$ cat src/rtl/ptw_mem_responder.sv
// Responder for Sv32 page-table-walk reads from the I-side and D-side MMUs.
// Round-robin arbitration, one 32-bit bus read per request, single-cycle ack.
module ptw_mem_responder #(
    parameter int unsigned TIMEOUT_CYCLES = 255,
    parameter int unsigned CNT_W          = 8
) (
    input  logic        clk,
    input  logic        rst,
    input  logic        i_ptw_req,
    input  logic [31:0] i_ptw_addr,
    output logic [31:0] i_ptw_data,
    output logic        i_ptw_ack,
    input  logic        d_ptw_req,
    input  logic [31:0] d_ptw_addr,
    output logic [31:0] d_ptw_data,
    output logic        d_ptw_ack,
    output logic        mem_req,
    output logic [31:0] mem_addr,
    input  logic        mem_gnt,
    input  logic        mem_rvalid,
    input  logic [31:0] mem_rdata,
    input  logic        mem_err,
    output logic        busy,
    output logic        err_pulse
);

    typedef enum logic [1:0] {StIdle, StReq, StWait, StResp} state_t;

    localparam logic [CNT_W-1:0] TmoLast = CNT_W'(TIMEOUT_CYCLES - 1);

    state_t            state_q, state_d;
    logic              owner_q, owner_d;          // 0: I-MMU, 1: D-MMU
    logic              last_grant_q, last_grant_d; // 0: I-MMU, 1: D-MMU
    logic [31:0]       addr_q, addr_d;
    logic [CNT_W-1:0]  cnt_q, cnt_d;
    logic [31:0]       rdata_q, rdata_d;
    logic              err_q, err_d;
    logic              drop_q, drop_d;
    logic [31:0]       i_data_q, d_data_q;

    logic              grant_i;
    logic [31:0]       sel_addr;
    logic              owner_req;
    logic              resp_ok;

    assign grant_i   = i_ptw_req && (!d_ptw_req || last_grant_q);
    assign sel_addr  = grant_i ? i_ptw_addr : d_ptw_addr;
    assign owner_req = owner_q ? d_ptw_req : i_ptw_req;

    always_comb begin
        state_d      = state_q;
        owner_d      = owner_q;
        last_grant_d = last_grant_q;
        addr_d       = addr_q;
        cnt_d        = cnt_q;
        rdata_d      = rdata_q;
        err_d        = err_q;
        drop_d       = drop_q;
        unique case (state_q)
            StIdle: begin
                if (i_ptw_req || d_ptw_req) begin
                    owner_d      = !grant_i;
                    last_grant_d = !grant_i;
                    addr_d       = sel_addr;
                    cnt_d        = '0;
                    drop_d       = 1'b0;
                    if (sel_addr[1:0] != 2'b00) begin
                        state_d = StResp;
                        rdata_d = '0;
                        err_d   = 1'b1;
                    end else begin
                        state_d = StReq;
                    end
                end
            end
            StReq: begin
                cnt_d = cnt_q + 1'b1;
                if (!owner_req) drop_d = 1'b1;
                if (mem_gnt) begin
                    state_d = StWait;
                end else if (cnt_q == TmoLast) begin
                    state_d = StResp;
                    rdata_d = '0;
                    err_d   = 1'b1;
                end
            end
            StWait: begin
                cnt_d = cnt_q + 1'b1;
                if (!owner_req) drop_d = 1'b1;
                if (mem_rvalid) begin
                    state_d = StResp;
                    rdata_d = mem_err ? 32'h0 : mem_rdata;
                    err_d   = mem_err;
                end else if (cnt_q == TmoLast) begin
                    state_d = StResp;
                    rdata_d = '0;
                    err_d   = 1'b1;
                end
            end
            StResp: begin
                state_d = StIdle;
            end
            default: state_d = StIdle;
        endcase
    end

    always_ff @(posedge clk or posedge rst) begin
        if (rst) begin
            state_q      <= StIdle;
            owner_q      <= 1'b0;
            last_grant_q <= 1'b1;
            addr_q       <= '0;
            cnt_q        <= '0;
            rdata_q      <= '0;
            err_q        <= 1'b0;
            drop_q       <= 1'b0;
            i_data_q     <= '0;
            d_data_q     <= '0;
        end else begin
            state_q      <= state_d;
            owner_q      <= owner_d;
            last_grant_q <= last_grant_d;
            addr_q       <= addr_d;
            cnt_q        <= cnt_d;
            rdata_q      <= rdata_d;
            err_q        <= err_d;
            drop_q       <= drop_d;
            if (i_ptw_ack) i_data_q <= rdata_q;
            if (d_ptw_ack) d_data_q <= rdata_q;
        end
    end

    // An owner that withdrew its request mid-transaction gets no ack.
    assign resp_ok    = (state_q == StResp) && !drop_q;
    assign i_ptw_ack  = resp_ok && !owner_q;
    assign d_ptw_ack  = resp_ok && owner_q;
    assign i_ptw_data = i_ptw_ack ? rdata_q : i_data_q;
    assign d_ptw_data = d_ptw_ack ? rdata_q : d_data_q;
    assign mem_req    = (state_q == StReq);
    assign mem_addr   = {addr_q[31:2], 2'b00};
    assign busy       = (state_q != StIdle);
    assign err_pulse  = (state_q == StResp) && err_q;

endmodule

$ cat config.mk
export PLATFORM = sky130hd
export DESIGN_NAME = ptw_mem_responder
export DESIGN_NICKNAME = d
export VERILOG_FILES = /design/src/rtl/ptw_mem_responder.sv
export SDC_FILE = /design/constraint.sdc
export NUM_CORES = 1
export LEC_CHECK = 0
export CAP_MARGIN = 20
export CORE_ASPECT_RATIO = 0.8
export CORE_UTILIZATION = 40
export DETAILED_ROUTE_END_ITERATION = 12
export GPL_ROUTABILITY_DRIVEN = 0
export HOLD_SLACK_MARGIN = 0.06
export PLACE_DENSITY = 0.85
export SYNTH_ARGS = -nofsm -noshare
export SYNTH_HDL_FRONTEND = slang
export SYNTH_SLANG_ARGS = --single-unit
$ cat constraint.sdc
create_clock -name clk -period 4.7 [get_ports clk]
set_input_delay 0.94 -clock clk [delete_from_list [all_inputs] [get_ports clk]]
set_output_delay 0.94 -clock clk [all_outputs]
set_load 0.05 [all_outputs]
* Word-level counts from Yosys, hierarchy flattened
Cells that the tools add are included.
** Storage, ports and cells
- Register bits after elaboration :: 142
- Input port bits :: 103
- Memories :: 0
- Latch bits :: 0
- ROM bits :: 0
- Word-level logic and storage cells :: 68
- Output and inout bits :: 101
- Memory bits (writable) :: 0
** Operators by class
- Order comparisons :: 0
- Add/subtract/negate cells :: 1
- Shift operators :: 0
- Muxes and demuxes :: 28
- Equality and inequality tests :: 8
- $mul :: 0
- Reductions and logical operators :: 21
- Bitwise logic cells :: 0
- Divide/modulo/power cells :: 0
** Operators by type and width (number)
- $mux W32 :: 9
- $pmux W32 S3 :: 1
- $pmux W8 S2 :: 1
- $mux W2 :: 5
- $add A8 B1 Y8 const B :: 1
- $eq A8 B8 Y1 const B :: 1
- $mux W1 :: 8
- $mux W8 :: 1
- $ne A2 B2 Y1 const B :: 4
- $pmux W2 S4 :: 1
- $reduce_bool A2 Y1 :: 3
- $logic_and A1 B1 Y1 :: 5
- $eq A2 B2 Y1 const B :: 2
- $logic_not A1 Y1 :: 4
- $reduce_and A2 Y1 :: 2
- $reduce_and A4 Y1 :: 1
- $pmux W1 S3 :: 1
- $reduce_and A3 Y1 :: 1
- $reduce_bool A3 Y1 :: 1
- $eq A2 B1 Y1 const B :: 1
- $logic_not A2 Y1 :: 1
- $logic_or A1 B1 Y1 :: 2
- $pmux W1 S2 :: 1
- $reduce_or A2 Y1 :: 1

* Logic depth before layout (Yosys ltp)
Gate-level depths: netlist (run 1).
- Depth after elaboration :: 8
- Gate-level depth with buffers :: 9
- Depth with buffers taken out :: 6

* Worst setup path after synthesis (run 1)
OpenSTA, ideal clock, no wires.
- Kind :: reg2out
- Start point :: reg state_q[0]
- End point :: out i_ptw_data[22]
- Data required time :: 3760 ps
- Cell stages (with the launch flop) :: 5
- Path slack :: 1809 ps
- Path buffers :: 1
- Data arrival time :: 1951 ps
- Path through :: dfrtp_1 -> ha_1 -> nor3b_1 -> buf_2 -> mux2_2
** Between the ends
- Longest elaborated chain between the ends :: 4
** Ends and longest elaborated chain
- start, declared :: line 31 : state_t state_q, state_d;
- start signal, assigned :: line 109 : state_q <= StIdle;
- start signal, assigned :: line 120 : state_q <= state_d;
- $eq A2 B2 Y1 :: line 134 : assign resp_ok = (state_q == StResp) && !drop_q;
- $logic_and A1 B1 Y1 :: line 134
- $logic_and A1 B1 Y1 :: line 135 : assign i_ptw_ack = resp_ok && !owner_q;
- via i_ptw_ack :: line 12 : output logic i_ptw_ack,
- $mux W32
- end, declared :: line 11 : output logic [31:0] i_ptw_data,
The timed path passes the listed nets, and every way through them passes these cells.

* Final worst setup path (run 1)
- Start point :: reg state_q[1]
- End point :: out d_ptw_data[15]
** Between the ends
- Longest elaborated chain between the ends :: 4
** Ends and longest elaborated chain
- $eq A2 B2 Y1 :: line 134
- $logic_and A1 B1 Y1 :: line 134
- $logic_and A1 B1 Y1 :: line 136 : assign d_ptw_ack = resp_ok && owner_q;
- $mux W32
- end, declared :: line 15 : output logic [31:0] d_ptw_data,
Every way passes these cells.

==> impl_metrics.py, run 1 <==
metrics = {
    "placed_design": {
        "hpwl_mm": 10.1,
        "placed_cells": 804,
        "port_buffers": 201,
        "place_area_sq_um": 7990,
    },
    "yosys": {
        "synth_top_family_by_area": "multiplexers",
        "yosysSeqAreaShare_pct": 60.3,
        "synth_edf_count": 0,
        "syn_area_sq_um": 5810,
        "syn_avg_cell_area_sq_um": 13.1,
        "synth_area_leaders": "dfrtp_1 (60%), mux2_2 (13%), mux2i_1 (5.2%)",
        "synthArstFlopShare_pct": 100,
        "yosysUniqueCellTypes": 44,
        "synthAdderAreaFrac_pct": 1.29,
        "synth-xor-area-share_pct": 0.905,
        "synth_flop_cell": "dfrtp_1",
        "ys_warn_count": 0,
        "muxShareOfSynthArea_pct": 18.0,
        "synth_compound_area_share_pct": 10.3,
        "synthSimpleGateAreaFrac_pct": 5.97,
        "netlist_instances": 444,
        "ys_seq_elements": 140,
        "netlist.area_leader.share_pct": 59.9,
        "yosysTopAreaCell": "dfrtp_1",
    },
    "worst_setup_path": {
        "required_ns": 3.76,
        "worstPathMaxFanout": 33,
        "cp_slowest_stage_delay_ns": 0.71,
        "ff2ff_path_depth": 7,
        "crit_chain": "ha_1 > nand3_2 > mux2_2 > clkdlybuf4s50_1",
        "cp-endpoint": "d_ptw_data[15]",
        "startpoint_type": "flop",
        "cpMaxStageDelayCell": "clkdlybuf4s50_1",
        "timing_worst_setup_path_type": "flop to output pin",
        "arrival_ns": 3.01,
        "setup.worst_path.end_class": "output pin",
        "r2r_slack_ns": 2.14,
        "r2r_end": "rdata_q[10]",
        "cp-startpoint": "state_q[1]",
        "r2r-start": "state_q[1]",
    },
    "finish": {
        "antenna_cells": 0,
        "instances_no_fill": 837,
        "drive_above_1_share_pct": 17.2,
        "syn2layout_area_growth_pct": 47.7,
        "fin_util_pct": 61.8,
        "finalNetCount": 753,
        "final_cell_area_sq_um": 8580,
    },
    "power_and_ir_drop": {
        "peakVddDrop_v": 0.000529,
        "power_density_nw_per_um2": 745,
        "power.leakage_nw": 3.95,
    },
    "die": {
        "dieArea_sq_um": 15000,
        "die_x_microns": 137,
        "start_util_pct": 41.8,
        "core-area_sq_um": 13900,
        "num_rows": 38,
        "ios": 204,
        "die_y_microns": 110,
    },
    "global_route": {
        "antenna_found_initial": 0,
        "grt_max_degree": 95,
        "grt_pass1_vias": 4330,
        "grt_usage_pct": 20.3,
        "grt-ovfl-total": 0,
        "grt_pass1_wl_mm": 22.8,
    },
    "clock_network": {
        "cts_root_buf": "clkbuf_16",
        "cts_buffer_depth": 2,
        "path_clk_slew_ns": 0.06,
        "htree_levels": 4,
        "cts_setup_buffers": 0,
        "ctsHoldBuffers": 0,
        "cts_buffers": 17,
        "postCtsResizedCells": 0,
        "clk_latency_ns": 0.41,
        "cts_tree": "yes",
        "cts_sinks": 140,
    },
    "worst_hold_path": {
        "hold_depth": 2,
        "hp-class": "flop to flop",
    },
    "sta": {
        "setup_tns_ns": 0,
        "tightest_slew_ns": 0.943,
        "hold_violations": 0,
        "relSlewSlack_pct": 36.9,
        "setup_viol": 0,
        "maxSlewViolCount": 0,
        "fin_hold_ws_ns": 0.475,
        "period_needed_ns": 3.95,
        "rsz0062_at_grt": "false",
        "fmax_mhz": 253,
        "finClkSkew_ns": 0.00953,
        "post-route-period-util_pct": 84.0,
    },
    "drt": {
        "vias_per_cell": 5.03,
        "post_drt_wl_per_cell_microns": 17.1,
        "antenna_left": 0,
        "vias": 4208,
        "dr.pass1.iters": 6,
        "drt_iter0_markers": 260,
        "drc": 0,
        "routed_wl_mm": 14.3,
    },
    "outcome": {
        "status": "finished, final reports clean",
    },
    "run": {
        "maxCapViolCount": 0,
    },
}
-- per-layer routing --
layer / global-route usage [%] / share of wire (%)
met5: 0 / 0
met4: 6.83 / 1.3
met3: 7.61 / 8.2
met2: 32.9 / 49
met1: 25.0 / 42
-- sequential cells by signal, summed over array words and instances (netlist names), 2 cells and up --
signal,flops
rdata_q,32
i_data_q,32
addr_q,30
cnt_q,8
state_q,2
d_data_q,32
-- cell usage in the layout, fill, tap and decap left out, drive strengths merged, types with 11 or more instances in the layout --
cell / instances
mux2: 66
o21ai: 38
clkbuf: 22
clkdlybuf4s50: 201
inv: 11
mux2i: 30
nor2: 12
dfrtp: 139
nand2: 36
a22o: 32
-- worst min path at each step --
stage / to / slack [ns] / startpoint
after floorplan: rdata_q[0] / 0.49 / rdata_q[0]
after global placement: addr_q[13] / 0.46 / addr_q[13]
after detailed placement: addr_q[23] / 0.47 / addr_q[23]
after CTS: addr_q[2] / 0.48 / addr_q[2]
after global routing: d_data_q[5] / 0.51 / d_data_q[5]
final: addr_q[13] / 0.47 / addr_q[13]
-- cell families (layout without fill, tap and decap cells) --
logic type                 count (synthesis)  after routing
muxes                                     96             96
xor gates and xnor gates                   6              6
adders and majority gates                  6              6
DFF                                      140            140
AOI/OAI and AO/OA                         87             87
other                                      1              2
buffers and inverters                     37            249
and+or+nand+nor                           71             71
-- stage by stage --
stage | worst slack, ns | power [mW]
after floorplan | 0.00879 | 4.01
after global placement | 1.24 | 4.97
after detailed placement | 1.10 | 5.08
after CTS | 0.653 | 6.37
after global routing | 0.493 | 6.72
final | 0.750 | 6.39
-- power by group --
part           switching (mW)  leakage (nW)  internal [mW]
registers               0.220          1.88           1.64
logic                    2.10          1.80           1.15
clock network           0.501         0.272          0.768
-- final cells by class --
| class | instances | area (sq um) |
|---|---|---|
| inverter | 10 | 42.5 |
| sequential | 140 | 3500 |
| multi-input combinational | 268 | 2170 |
| fill | 1035 | 5300 |
| clock inverter | 10 | 90.1 |
| timing repair buffer | 207 | 2080 |
| tap | 180 | 225 |
| clock buffer | 22 | 474 |
-- Yosys cell counts, drive strengths merged (2+ instances only) --
cell	count
clkbuf	10
mux2i	30
buf	17
ha	6
nand3	4
nor3b	3
a21oi	5
nor4b	3
mux2	66
inv	10
nand2	36
dfrtp	139
nand2b	3
nand4	2
a22o	32
o21ai	38
xnor2	6
nor2	12
-- critical path: cells and delay by family (launching register included) --
kind / cells / cell delay [ns]
buffers and inverters: 1 / 0.71
AND/OR/NAND/NOR: 1 / 0.67
adder cells (fa/ha/maj): 1 / 0.22
multiplexers: 1 / 0.58
flip-flops: 1 / 0.40
No activity file was read; power rests on OpenSTA's default activity.
==> run 2, diff against run 1 <==
--- a/config.mk
+++ b/config.mk
@@ -11,7 +11,7 @@
 export DETAILED_ROUTE_END_ITERATION = 12
 export GPL_ROUTABILITY_DRIVEN = 0
 export HOLD_SLACK_MARGIN = 0.06
-export PLACE_DENSITY = 0.85
+export PLACE_DENSITY = 0.82
 export SYNTH_ARGS = -nofsm -noshare
 export SYNTH_HDL_FRONTEND = slang
 export SYNTH_SLANG_ARGS = --single-unit
==> constraint.sdc (replaced) <==
create_clock -name clk -period 3.9 [get_ports clk]
set_input_delay 0.78 -clock clk [delete_from_list [all_inputs] [get_ports clk]]
set_output_delay 0.78 -clock clk [all_outputs]
set_load 0.05 [all_outputs]
==> run 2 against run 1 <==
  * Clock skew is 0.0026 ns higher
  * Power increased by 22%
  * Register-to-register slack got worse by 0.94 ns
  * Sequential power increased by 21%
  * Utilization rose by 0.40 points
==> impl_metrics.py, run 2 (synthesis results as in run 1) <==
metrics = {
    "clock_network": {
        "htree_levels": 4,
        "clk_latency_ns": 0.42,
        "cts_setup_buffers": 0,
        "path_clk_slew_ns": 0.06,
        "postCtsResizedCells": 0,
        "cts_tree": "yes",
        "cts_buffers": 17,
        "ctsHoldBuffers": 0,
        "cts_sinks": 140,
        "cts_buffer_depth": 2,
        "cts_root_buf": "clkbuf_16",
    },
    "sta": {
        "fmax_mhz": 275,
        "worst_slack_ns": 0.266,
        "hold_violations": 0,
        "rsz0062_at_grt": "false",
        "tightest_slew_ns": 1.02,
        "finClkSkew_ns": 0.0122,
        "setup_viol": 0,
        "period_needed_ns": 3.63,
        "maxSlewViolCount": 0,
        "post-route-period-util_pct": 93.2,
        "relSlewSlack_pct": 31.9,
        "setup_tns_ns": 0,
    },
    "global_route": {
        "grt_pass1_vias": 4558,
        "grt_pass1_wl_mm": 23.1,
        "busiest_layer": "met2",
        "antenna_found_initial": 0,
        "grt_usage_pct": 20.6,
        "grt_util_met1_pct": 23.3,
        "grt-ovfl-total": 0,
        "grt_util_met3_pct": 6.32,
        "grt_max_degree": 88,
        "grt_util_met2_pct": 36.3,
    },
    "die": {
        "core-area_sq_um": 13900,
        "die_y_microns": 110,
        "dieArea_sq_um": 15000,
        "ios": 204,
        "die_x_microns": 137,
        "start_util_pct": 41.8,
        "num_rows": 38,
    },
    "worst_hold_path": {
        "holdCritStartpoint": "addr_q[18]",
        "hold_depth": 2,
        "hp-class": "flop to flop",
        "hold-path-endpoint": "addr_q[18]",
    },
    "drt": {
        "routed_wl_mm": 14.6,
        "drc": 0,
        "antenna_left": 0,
        "dr.pass1.iters": 4,
        "vias_per_cell": 5.13,
        "vias": 4294,
        "drt_iter0_markers": 183,
        "post_drt_wl_per_cell_microns": 17.5,
    },
    "worst_setup_path": {
        "ff2ff_path_depth": 6,
        "r2r-start": "state_q[1]",
        "r2r_end": "rdata_q[8]",
        "r2r_slack_ns": 1.20,
        "startpoint_type": "flop",
        "worstPathMaxFanout": 33,
        "setup.worst_path.end_class": "output pin",
        "required_ns": 3.12,
        "arrival_ns": 2.85,
        "timing_worst_setup_path_type": "flop to output pin",
    },
    "placed_design": {
        "hpwl_mm": 10.2,
        "placed_cells": 805,
        "port_buffers": 201,
        "place_ws_ns": 0.702,
    },
    "finish": {
        "drive_above_1_share_pct": 17.4,
        "final_common_cell": "clkdlybuf4s50_1",
        "largest_registers": "d_data_q (32), i_data_q (32), rdata_q (32)",
        "antenna_cells": 0,
        "fin_util_pct": 62.2,
        "finalNetCount": 753,
        "instances_no_fill": 837,
        "syn2layout_area_growth_pct": 48.6,
        "layout_common_cells": "clkdlybuf4s50_1 (200), dfrtp_1 (139), mux2_2 (66)",
    },
    "run": {
        "maxCapViolCount": 0,
    },
    "outcome": {
        "status": "finished, final reports clean",
    },
    "power_and_ir_drop": {
        "peakVddDrop_v": 0.000588,
        "power_density_nw_per_um2": 899,
        "power.total_mw": 7.76,
        "power.leakage_nw": 3.98,
    },
}
run 2: cell types whose count changed in the layout (fill, tap and decap cells not counted), sizes merged:
cell,change
bufinv,+2
clkinv,-2
buf,+1
clkbuf,-1
clkdlybuf4s50,-1
inv,+1
run 2: per-stage QoR:
step | cell area [sq um] | hold slack (ns)
after floorplan | 5820 | 0.486
after global placement | 8020 | 0.462
after detailed placement | 8020 | 0.473
after CTS | 8630 | 0.486
after global routing | 8630 | 0.509
final | 8630 | 0.482
run 2: where the power goes:
part / internal (mW) / switching (mW)
Clock: 1.05 / 0.611
Combinational: 1.33 / 2.53
Sequential: 1.98 / 0.265
Total: 4.36 / 3.40
run 2: worst max path at each step:
stage / endpoint / slack [ns] / from / depth (start not counted)
2_1_floorplan: i_ptw_data[22] / 1.17 / state_q[0] / 4
3_3_place_gp: i_ptw_data[19] / 0.73 / state_q[0] / 5
3_5_place_dp: i_ptw_data[24] / 0.70 / state_q[1] / 5
4_1_cts: i_ptw_data[3] / 0.24 / state_q[1] / 5
5_1_grt: i_ptw_data[19] / 0.15 / state_q[1] / 5
6_report: i_ptw_data[3] / 0.27 / state_q[1] / 5
run 2: area by class of cell:
cell class,instances,area (sq um)
clock buffers,21,460
clock inverters,11,158
fillers,1044,5250
inverters,10,41.3
multi-input cells,268,2170
flip-flops and latches,140,3500
well taps,180,225
repair buffers,207,2080
run 2: per-layer routing:
layer / vias to the layer above / share of wire, %
met2: 153 / 51
met1: 2136 / 40
li1: 1986 / -
met5: - / 0
met4: 0 / 1.6
met3: 19 / 6.6
run 2: worst max-delay path, cell delays in order, from the launching register on:
cell and delay [ns]:
dfrtp_1 0.40, ha_1 0.23, nor3b_2 0.18, buf_4 0.46
mux2_2 0.42, clkdlybuf4s50_1 0.72
==> run 3, diff against run 2 <==
--- a/config.mk
+++ b/config.mk
@@ -7,11 +7,12 @@
 export LEC_CHECK = 0
 export CAP_MARGIN = 20
 export CORE_ASPECT_RATIO = 0.8
-export CORE_UTILIZATION = 40
+export CORE_UTILIZATION = 45
+export CTS_BUF_LIST = sky130_fd_sc_hd__clkbuf_16
 export DETAILED_ROUTE_END_ITERATION = 12
 export GPL_ROUTABILITY_DRIVEN = 0
 export HOLD_SLACK_MARGIN = 0.06
-export PLACE_DENSITY = 0.82
+export PLACE_DENSITY = 0.9
 export SYNTH_ARGS = -nofsm -noshare
 export SYNTH_HDL_FRONTEND = slang
 export SYNTH_SLANG_ARGS = --single-unit
==> run 3 against run 2 <==
  * Clock skew shrank 0.0019 ns
  * Largest power group unchanged
  * Cell count shrank 0.84%
  * Global-route usage grew 2.7 points
  * Critical path type unchanged
  * Highest routed layer unchanged
==> impl_metrics.py, run 3 (synthesis results as in run 1) <==
metrics = {
    "drt": {
        "vias": 4351,
        "post_drt_wl_per_cell_microns": 17.9,
        "vias_per_cell": 5.24,
        "antenna_left": 0,
        "drc": 0,
        "drt_iter0_markers": 233,
        "dr.pass1.iters": 4,
        "routed_wl_mm": 14.9,
    },
    "die": {
        "die_x_microns": 129,
        "start_util_pct": 46.9,
        "ios": 204,
        "die_y_microns": 104,
        "core-area_sq_um": 12400,
        "dieArea_sq_um": 13400,
        "num_rows": 36,
    },
    "finish": {
        "largest_registers": "d_data_q (32), i_data_q (32), rdata_q (32)",
        "finalNetCount": 756,
        "layout_common_cells": "clkdlybuf4s50_1 (200), dfrtp_1 (139), mux2_2 (66)",
        "drive_above_1_share_pct": 17.8,
        "fin_util_pct": 69.6,
        "antenna_cells": 0,
        "final_common_cell": "clkdlybuf4s50_1",
        "syn2layout_area_growth_pct": 48.4,
        "area.sequential_sq_um": 3500,
        "fillers": 833,
        "multi_input_area_sq_um": 2150,
    },
    "clock_network": {
        "cts_buffer_depth": 2,
        "cts_root_buf": "clkbuf_16",
        "path_clk_slew_ns": 0.06,
        "cts_buffers": 17,
        "clk_latency_ns": 0.41,
        "postCtsResizedCells": 0,
        "ctsHoldBuffers": 0,
        "cts_tree": "yes",
        "cts_sinks": 140,
        "htree_levels": 4,
        "cts_setup_buffers": 0,
    },
    "global_route": {
        "grt_max_degree": 69,
        "grt-ovfl-total": 0,
        "antenna_found_initial": 0,
        "grt_pass1_vias": 4573,
        "grt_pass1_wl_mm": 23.6,
        "grt_usage_pct": 23.2,
    },
    "sta": {
        "rsz0062_at_grt": "false",
        "finClkSkew_ns": 0.0103,
        "fmax_mhz": 281,
        "setup_tns_ns": 0,
        "hold_violations": 0,
        "setup_viol": 0,
        "period_needed_ns": 3.56,
        "post-route-period-util_pct": 91.3,
        "tightest_slew_ns": 0.943,
        "maxSlewViolCount": 0,
        "relSlewSlack_pct": 36.9,
    },
    "power_and_ir_drop": {
        "power_density_nw_per_um2": 897,
        "p_sw_mw": 3.41,
        "power.total_mw": 7.73,
        "p_seq_share_pct": 29.2,
        "peakVddDrop_v": 0.000563,
        "internal_power_mw": 4.33,
        "pwr-share-comb_pct": 49.9,
        "swShare_pct": 44.1,
        "power.leakage_nw": 4.00,
        "p_clk_share_pct": 20.9,
    },
    "worst_hold_path": {
        "hp-class": "flop to flop",
        "holdCritStartpoint": "addr_q[26]",
    },
    "worst_setup_path": {
        "setup.worst_path.end_class": "output pin",
        "cp-startpoint": "state_q[0]",
        "required_ns": 3.12,
        "timing_worst_setup_path_type": "flop to output pin",
        "r2r-start": "state_q[1]",
        "cp_slowest_stage_delay_ns": 0.70,
        "cpMaxStageDelayCell": "clkdlybuf4s50_1",
        "crit_chain": "ha_1 > nor3b_2 > buf_4 > mux2_2 > clkdlybuf4s50_1",
        "worstPathMaxFanout": 33,
        "startpoint_type": "flop",
        "arrival_ns": 2.78,
    },
    "placed_design": {
        "hpwl_mm": 10.5,
        "port_buffers": 201,
    },
    "run": {
        "maxCapViolCount": 0,
    },
    "outcome": {
        "status": "finished, final reports clean",
    },
}
[run 3: final cells by class]
type                            count  share of cell area [%]
Inverter                           10                   0.479
Clock inverter                     14                    1.93
Sequential cell                   140                    40.7
Timing Repair Buffer              210                    24.5
Clock buffer                       17                    4.93
Multi-Input combinational cell    268                    25.0
Tap cell                          171                    2.48
[run 3: metrics by stage]
stage          instance area [sq um]  worst slack, ns  std cells  hold WS [ns]
2_1_floorplan                   5820             1.17        445         0.486
3_3_place_gp                    8010            0.881        798         0.461
4_1_cts                         8600            0.323        829         0.484
3_5_place_dp                    8010            0.774        798         0.469
5_1_grt                         8620            0.231        830         0.502
6_report                        8620            0.341        830         0.478
[run 3: worst max-delay path: cells and delay by family, from the launching register on]
family,cells,cell delay (ns)
fa+ha+maj,1,0.23
buf+inv,2,1.13
flops,1,0.41
mux,1,0.42
simple gates,1,0.17
[run 3: routing by layer]
metal	vias to the layer above	GRT usage, %	share of wire [%]
met2	164	40.8	51
met3	24	6.04	6.3
met1	2166	26.8	41
li1	1997	-	-
met5	-	0	0
met4	0	9.16	1.9
[run 3: worst paths after layout]
kind / end / slack [ns] / depth (start not counted)
max reg2reg: rdata_q[31] / 1.48 / 7
min in group asynchronous: rdata_q[1] / 0.62 / 2
max in group asynchronous: i_data_q[29] / 2.41 / 4
min reg2reg: addr_q[26] / 0.48 / 2
max: i_ptw_data[5] / 0.34 / 5
min: addr_q[26] / 0.48 / 2
[run 3: power by group through the flow]
stage | logic [mW] | clock network (mW) | registers (mW)
final | 3.86 | 1.61 | 2.26
after global routing | 4.06 | 1.71 | 2.32
after CTS | 3.87 | 1.65 | 2.26
after detailed placement | 3.86 | 0 | 2.27
after global placement | 3.75 | 0 | 2.24
after floorplan | 2.11 | 0 | 2.71
